$ cat src/rtl/fetch_queue_if.sv
// Fetch-side bus bundle: redirect input from execute, the instruction
// memory request/response pair, and the decode valid/ready handshake.
interface fetch_queue_if;
    logic        redirect_valid;
    logic [31:0] redirect_pc;
    logic        mem_en;
    logic [29:0] mem_addr;
    logic [31:0] mem_data;
    logic        insn_valid;
    logic        insn_ready;
    logic [31:0] insn;
    logic [31:0] insn_pc;

    // Fetch unit side.
    modport master (
        input  redirect_valid, redirect_pc, mem_data, insn_ready,
        output mem_en, mem_addr, insn_valid, insn, insn_pc
    );

    // Environment side (execute, instruction memory, decode).
    modport slave (
        output redirect_valid, redirect_pc, mem_data, insn_ready,
        input  mem_en, mem_addr, insn_valid, insn, insn_pc
    );
endinterface

$ cat src/rtl/fetch_queue.sv
// Instruction-fetch front end: issues word reads to a one-cycle-latency
// instruction memory, buffers returned words with their PCs in a DEPTH-entry
// circular FIFO, and hands them to decode over valid/ready. A redirect from
// execute flushes everything buffered and in flight.
module fetch_queue #(
    parameter logic [31:0] ENTRYPOINT = 32'h54,
    parameter int          DEPTH      = 4
) (
    input logic         clk,
    input logic         rst,
    fetch_queue_if.master bus
);
    localparam int PW = (DEPTH > 1) ? $clog2(DEPTH) : 1;
    localparam int CW = $clog2(DEPTH + 1);
    localparam logic [CW:0] DEPTH_C = (CW + 1)'(DEPTH);

    logic [31:0]   pc;
    logic [CW-1:0] count;
    logic          inflight;
    logic [31:0]   inflight_pc;
    logic [PW-1:0] rd_ptr;
    logic [PW-1:0] wr_ptr;
    logic [31:0]   fifo_insn [DEPTH];
    logic [31:0]   fifo_pc   [DEPTH];

    logic          pop;
    logic          push;
    logic          issue;
    logic [CW:0]   credit;

    // Handshake, credit-based issue decision and head read-out.
    always_comb begin
        // Occupancy after this cycle's pop, counting the word already in
        // flight; issuing only below DEPTH guarantees a slot for every return.
        credit = {1'b0, count} + (CW + 1)'(inflight) - (CW + 1)'(pop);

        bus.insn_valid = !rst && (count != '0) && !bus.redirect_valid;
        pop            = bus.insn_valid && bus.insn_ready;
        push           = inflight && !bus.redirect_valid;
        issue          = !rst && !bus.redirect_valid && (credit < DEPTH_C);

        bus.mem_en   = issue;
        bus.mem_addr = rst ? ENTRYPOINT[31:2] : pc[31:2];
        // No bypass: a returned word is only visible once it sits in the FIFO.
        bus.insn     = rst ? 32'h0 : fifo_insn[rd_ptr];
        bus.insn_pc  = rst ? 32'h0 : fifo_pc[rd_ptr];
    end

    // Fetch PC, in-flight tracking, FIFO pointers/occupancy and storage.
    always_ff @(posedge clk) begin
        if (rst) begin
            pc          <= ENTRYPOINT;
            count       <= '0;
            inflight    <= 1'b0;
            inflight_pc <= '0;
            rd_ptr      <= '0;
            wr_ptr      <= '0;
            for (int i = 0; i < DEPTH; i++) begin
                fifo_insn[i] <= '0;
                fifo_pc[i]   <= '0;
            end
        end else begin
            if (push) begin
                fifo_insn[wr_ptr] <= bus.mem_data;
                fifo_pc[wr_ptr]   <= inflight_pc;
            end
            if (bus.redirect_valid) begin
                // Flush: buffered entries, the returning word and the request
                // in flight are all dropped; fetch restarts at the target.
                pc       <= {bus.redirect_pc[31:2], 2'b00};
                count    <= '0;
                rd_ptr   <= '0;
                wr_ptr   <= '0;
                inflight <= 1'b0;
            end else begin
                if (push) begin
                    wr_ptr <= wr_ptr + PW'(1);
                end
                if (pop) begin
                    rd_ptr <= rd_ptr + PW'(1);
                end
                count    <= count + CW'(push) - CW'(pop);
                inflight <= issue;
                if (issue) begin
                    inflight_pc <= pc;
                    pc          <= pc + 32'd4;
                end
            end
        end
    end
endmodule

$ cat src/flat_wrapper.sv
// flat-port wrapper written by rule: the top's interface ports become plain ports
module fetch_queue_flat 
#(
    parameter logic [31:0] ENTRYPOINT = 32'h54,
    parameter int          DEPTH      = 4
)
  (clk, rst, bus_redirect_valid, bus_redirect_pc, bus_mem_data, bus_insn_ready, bus_mem_en, bus_mem_addr, bus_insn_valid, bus_insn, bus_insn_pc);
  fetch_queue_if bus_i ();
  input logic clk;
  input logic rst;
  input wire logic [$bits(bus_i.redirect_valid)-1:0] bus_redirect_valid;
  input wire logic [$bits(bus_i.redirect_pc)-1:0] bus_redirect_pc;
  input wire logic [$bits(bus_i.mem_data)-1:0] bus_mem_data;
  input wire logic [$bits(bus_i.insn_ready)-1:0] bus_insn_ready;
  output wire logic [$bits(bus_i.mem_en)-1:0] bus_mem_en;
  output wire logic [$bits(bus_i.mem_addr)-1:0] bus_mem_addr;
  output wire logic [$bits(bus_i.insn_valid)-1:0] bus_insn_valid;
  output wire logic [$bits(bus_i.insn)-1:0] bus_insn;
  output wire logic [$bits(bus_i.insn_pc)-1:0] bus_insn_pc;
  assign bus_i.redirect_valid = bus_redirect_valid;
  assign bus_i.redirect_pc = bus_redirect_pc;
  assign bus_i.mem_data = bus_mem_data;
  assign bus_i.insn_ready = bus_insn_ready;
  assign bus_mem_en = bus_i.mem_en;
  assign bus_mem_addr = bus_i.mem_addr;
  assign bus_insn_valid = bus_i.insn_valid;
  assign bus_insn = bus_i.insn;
  assign bus_insn_pc = bus_i.insn_pc;
  fetch_queue #(.ENTRYPOINT(ENTRYPOINT), .DEPTH(DEPTH)) u_core (.clk(clk), .rst(rst), .bus(bus_i));
endmodule
$ cat config.mk
export PLATFORM = sky130hd
export DESIGN_NAME = fetch_queue_flat
export DESIGN_NICKNAME = d
export VERILOG_FILES = /design/src/rtl/fetch_queue_if.sv /design/src/rtl/fetch_queue.sv /design/src/flat_wrapper.sv
export SDC_FILE = /design/constraint.sdc
export NUM_CORES = 1
export LEC_CHECK = 0
export BUFFER_PORTS_ARGS = -buffer_cell sky130_fd_sc_hd__clkbuf_2
export CAP_MARGIN = 20
export CORE_ASPECT_RATIO = 1.5
export CORE_UTILIZATION = 55
export CTS_CLUSTER_SIZE = 40
export DETAILED_ROUTE_END_ITERATION = 8
export PLACE_DENSITY = 0.73
export SLEW_MARGIN = 20
export SYNTH_ARGS = -nofsm -noshare
export SYNTH_HDL_FRONTEND = slang
export SYNTH_SLANG_ARGS = --single-unit
$ cat constraint.sdc
create_clock -name clk -period 9.5 [get_ports clk]
set_clock_uncertainty 0.15 [all_clocks]
set_input_delay 1.425 -clock clk [delete_from_list [all_inputs] [get_ports clk]]
set_output_delay 1.425 -clock clk [all_outputs]
set_load 0.1 [all_outputs]
Yosys cells after proc, flatten, opt, wreduce, memory -nomap -nowiden --
Memory sizes are Yosys's and may differ from the RTL's. A register that Yosys moved wholly into a read port is not among the register bits. Index checks and enable logic that the tools add are counted.
Storage, ports and cells: bits in writable memories 256, input bits 68, register bits after elaboration 72, memories 2, logic and storage cells 52, output and inout port bits 96
Memory list:
- u_core.fifo_insn | depth 4, bits a word 32, rd ports 1, clocked after Yosys merged registers in 1, write ports 4, line fetch_queue.sv:23 | logic [31:0] fifo_insn [DEPTH];
- u_core.fifo_pc | depth 4, bits a word 32, rd ports 1, clocked after Yosys merged registers in 1, write ports 4, line fetch_queue.sv:24 | logic [31:0] fifo_pc [DEPTH];
Operators by class: reduce and logical (&&, ||, !) cells 14, $lt $le $gt $ge 1, $add $sub $neg 7, multiplexer cells 20, bitwise gates (word level) 1
Operators with widths (number):
- 2-to-1 mux 32 bit | 6
- OR reduction 32 bit | 2
- adder 32 x 3 -> 32 bit (second input constant) | 1
- 2-to-1 mux 30 bit | 1
- 2-to-1 mux 2 bit | 6
- 2-to-1 mux 1 bit | 7
- logical AND 1 bit | 6
- adder 2 x 1 -> 2 bit (second input constant) | 2
- adder 3 x 1 -> 4 bit | 1
- less-than comparator 4 x 3 -> 1 bit (second input constant) | 1
- subtractor 4 x 1 -> 4 bit | 1
- adder 3 x 1 -> 3 bit | 1
- nonzero test 3 bit | 1
- subtractor 3 x 1 -> 3 bit | 1
- logical NOT 1 bit | 2
- AND reduction 2 bit | 1
- nonzero test 2 bit | 1
- OR reduction 2 bit | 1
- NOT 1 bit | 1

Longest topological paths before layout --
depth after elaboration 9, mapped depth 14, mapped depth without buffers 11

Worst setup path after synthesis --
OpenSTA, ideal clock, no wires.
path kind input -> register, start point input port bus_redirect_valid, end point memory u_core.fifo_insn[3][0] (enable), data required time 8782 ps, path slack 2579 ps, stages 5, arrival time 6204 ps, setup time 568 ps, buffers on the path 0, cell sequence inv_1 nand2_1 inv_1 nand2_1 o21ai_0
RTL lines:
- start, declared | line flat_wrapper.sv:11 | input wire logic [$bits(bus_i.redirect_valid)-1:0] bus_redirect_valid;
- end, declared | line fetch_queue.sv:23

Final worst setup path --
start point input port bus_redirect_valid, end point output port bus_mem_en
Between the ends: longest elaborated chain between the ends 6, elaborated cells on any way between the ends 7, those cells by class 1 x add/sub; 1 x order compare; 5 x reduce/logical
Ends and longest elaborated chain:
- logical NOT 1 bit | line fetch_queue.sv:37 | bus.insn_valid = !rst && (count != '0) && !bus.redirect_valid;
- logical AND 1 bit | line fetch_queue.sv:37
- logical AND 1 bit | line fetch_queue.sv:38 | pop = bus.insn_valid && bus.insn_ready;
- named net u_core.pop | line fetch_queue.sv:26 | logic pop;
- subtractor 4 x 1 -> 4 bit | line fetch_queue.sv:35 | credit = {1'b0, count} + (CW + 1)'(inflight) - (CW + 1)'(pop);
- less-than comparator 4 x 3 -> 1 bit | line fetch_queue.sv:40 | issue = !rst && !bus.redirect_valid && (credit < DEPTH_C);
- logical AND 1 bit | line fetch_queue.sv:40
- end, declared | line flat_wrapper.sv:15 | output wire logic [$bits(bus_i.mem_en)-1:0] bus_mem_en;
The timed path passes the listed nets, and every way through them passes these cells.

==> impl_metrics.ini <==
[drt]
drc_errors = 0
routedWlPerCell_um = 18.6
viasPerCell = 5.58
drt-total-wl_um = 30800
ant_nets = 0
vias = 9260
dr.pass1.iters = 4
drt_iter0_markers = 583

[timing]
final-hold-violation-count = 0
setup_violations = 0
finalCritPeriodShare_pct = 64.0
max_freq_mhz = 164
whs_ps = 307
rsz0062_at_grt = false
max_slew_margin_pct = 35.4
max_slew.worst_pin.slew_ps = 969
period_needed_ps = 6080
drv_slew = 0
fin_setup_tns_ps = 0

[finish]
fin_util_pct = 64.3
synthToLayoutAreaGrowth_pct = 13.8
nNetsFinal = 1384
fillers = 1951
regArea_um2 = 8850
drive_above_1_share_pct = 22.9
multi_input_area_um2 = 4880
diodes = 0

[synth]
synth_top_cell_area_share_pct = 52.1
avgSynthCellArea_um2 = 12.1
synth_most_common_cell = edfxtp_1
synthFlopType = edfxtp_1
async_flop_share_pct = 0
synth_seq_cells = 318
synthCells = 1183
ys_types = 54
netlist_top_cells_count = 248 x edfxtp_1, 181 x nor2_1, 151 x nand2_1
ys.warnings.count = 0
ys_seq_area_share_pct = 61.8
syn_area_um2 = 14300
yosysTopAreaCell = edfxtp_1
synth_edf_count = 248
netlist_top_cells_area = edfxtp_1 52%, dfxtp_1 9.8%, mux4_2 9.8%, nor2_1 4.7%, and2_1 4.3%

[grt]
grt_usage_pct = 23.9
grt_pass1_vias = 9479
antenna_found_initial = 0
grt_max_degree = 77
grt_overflow = 0
grt_pass1_wl_um = 49100

[worst_hold_path]
worstHoldStart = u_core.inflight_pc[5]$_SDFFE_PP0P_
hold_class = reg -> reg

[setup_path]
worstPathMaxFanout = 34
r2r_setup_slack_ps = 5980
path_class = in -> out
worstSetupEndpointType = output port
crit-reg2reg-launch = u_core.count[2]$_SDFF_PP0_
required_ps = 7930
start_kind = primary input
cp-startpoint = bus_redirect_valid
cp.arrival_ps = 4510

[clock_tree]
ctsResizeCount = 0
hold_buffers = 0
ctsRootBufferMaster = clkbuf_16
clock_path_buffers = 3
path_clk_slew_ps = 70
post_cts_buffers = 0
cts_tree = yes
insertion_delay_ps = 550
cts_buffers = 29
clock_sinks = 318
htree_levels = 1

[floorplan]
start_util_pct = 56.5
core_um2 = 25300
die_x_um = 134
die_h_um = 200
ioPinCount = 164
rows = 71
dieArea_um2 = 26700

[pwr]
swShare_pct = 25.0
pwr-share-comb_pct = 10.0
ir_drop_mv = 0.154
p_sw_uw = 749
p_clk_share_pct = 37.2
p_leak_uw = 0.00639
seq_power_share_pct = 52.8
intPower_uw = 2250
cellPowerDensity_nw_per_um2 = 184

[place]
port_buffers = 159
place_congestion = 0.843
place_hpwl_um = 18000

[run]
cap_viol_max_count = 0

[outcome]
status = complete, no violations
[registers in the layout (all words and copies together), names as in the netlist, named ones only]
| signal | flops |
|---|---|
| u_core.fifo_insn | 128 |
| u_core.fifo_pc | 120 |
| u_core.inflight_pc | 30 |
| u_core.pc | 30 |
| u_core.count | 3 |
| u_core.rd_ptr | 2 |
| u_core.wr_ptr | 2 |
| u_core.inflight | 1 |
[kinds of logic after synthesis]
| group | after synthesis | synth area share, % |
|---|---|---|
| flip-flops | 318 | 61.8 |
| XOR/XNOR | 20 | 1.22 |
| AND/OR/NAND/NOR | 517 | 17.0 |
| buffers and inverters | 165 | 4.51 |
| AO/OA/AOI/OAI | 94 | 5.09 |
| adder cells (fa/ha/maj) | 6 | 0.577 |
| other | 1 | 0.0262 |
| multiplexers | 62 | 9.76 |
[cell type report]
type                    instances  share of cell area (%)
clock inverters                15                   0.738
flip-flops and latches        318                    54.4
well taps                     328                    2.52
clock buffers                  37                    4.76
inverters                      83                    1.91
multi-input cells             701                    30.0
repair buffers                177                    5.72
[final timing paths]
| path | end | cells after the start |
|---|---|---|
| worst min-delay path | u_core.inflight_pc[5]$_SDFFE_PP0P_ | 2 |
| worst max-delay path | bus_mem_en | 13 |
| worst max register to register | u_core.pc[24]$_SDFFE_PP0P_ | 12 |
| worst min register to register | u_core.inflight_pc[5]$_SDFFE_PP0P_ | 2 |
[layer usage]
metal  vias to the layer above  wire length [µm]  share of wire [%]  GRT usage, %
met4                         0               968                3.1          9.60
met1                      4505             12100                 39          28.7
met5                         -                 0                  0             0
li1                       4384                 -                  -             -
met3                        65              1650                5.3          2.89
met2                       306             16100                 52          43.5
[worst max-delay path, cell delays in order]
cell	delay, ps
clkbuf_2	290
nor2_1	180
buf_4	210
o311a_1	270
ha_1	170
inv_1	60
ha_1	260
and3b_1	210
nor4_1	530
o21ai_2	70
buf_4	260
inv_1	110
clkbuf_2	460
[stage by stage]
step                      worst slack, ps  cell area, µm²  cells  total power (µW)
after global placement               3490           15400   1607              1910
final                                3420           16300   1659              3000
after global routing                 3220           16300   1659              3090
after floorplan                      2580           14300   1184              1840
after detailed placement             3480           15400   1607              1910
after CTS                            3480           16300   1659              3020
[layout by cell type, fill, tap and decap left out, drive strengths merged, types with 5 or more instances in the layout]
cell,count
clkinv,12
edfxtp,248
nand3,14
ha,5
nand2,151
o21ai,8
buf,18
and4,7
a211oi,14
dfxtp,70
xor2,6
xnor2,14
nand4,9
inv,84
and2,99
nor2b,22
a2111oi,7
nor3,10
a21oi,35
nor2,181
clkbuf,196
o311ai,5
mux4,62
nor4,5
a31oi,5
or4,6
[power by group through the flow]
stage / sequential [µW] / combinational [µW] / clock, µW
after floorplan: 1610 / 235 / 0
after global placement: 1610 / 301 / 0
after detailed placement: 1610 / 303 / 0
after CTS: 1580 / 304 / 1130
after global routing: 1590 / 318 / 1180
final: 1580 / 301 / 1110
No activity file was read; power rests on OpenSTA's default activity.
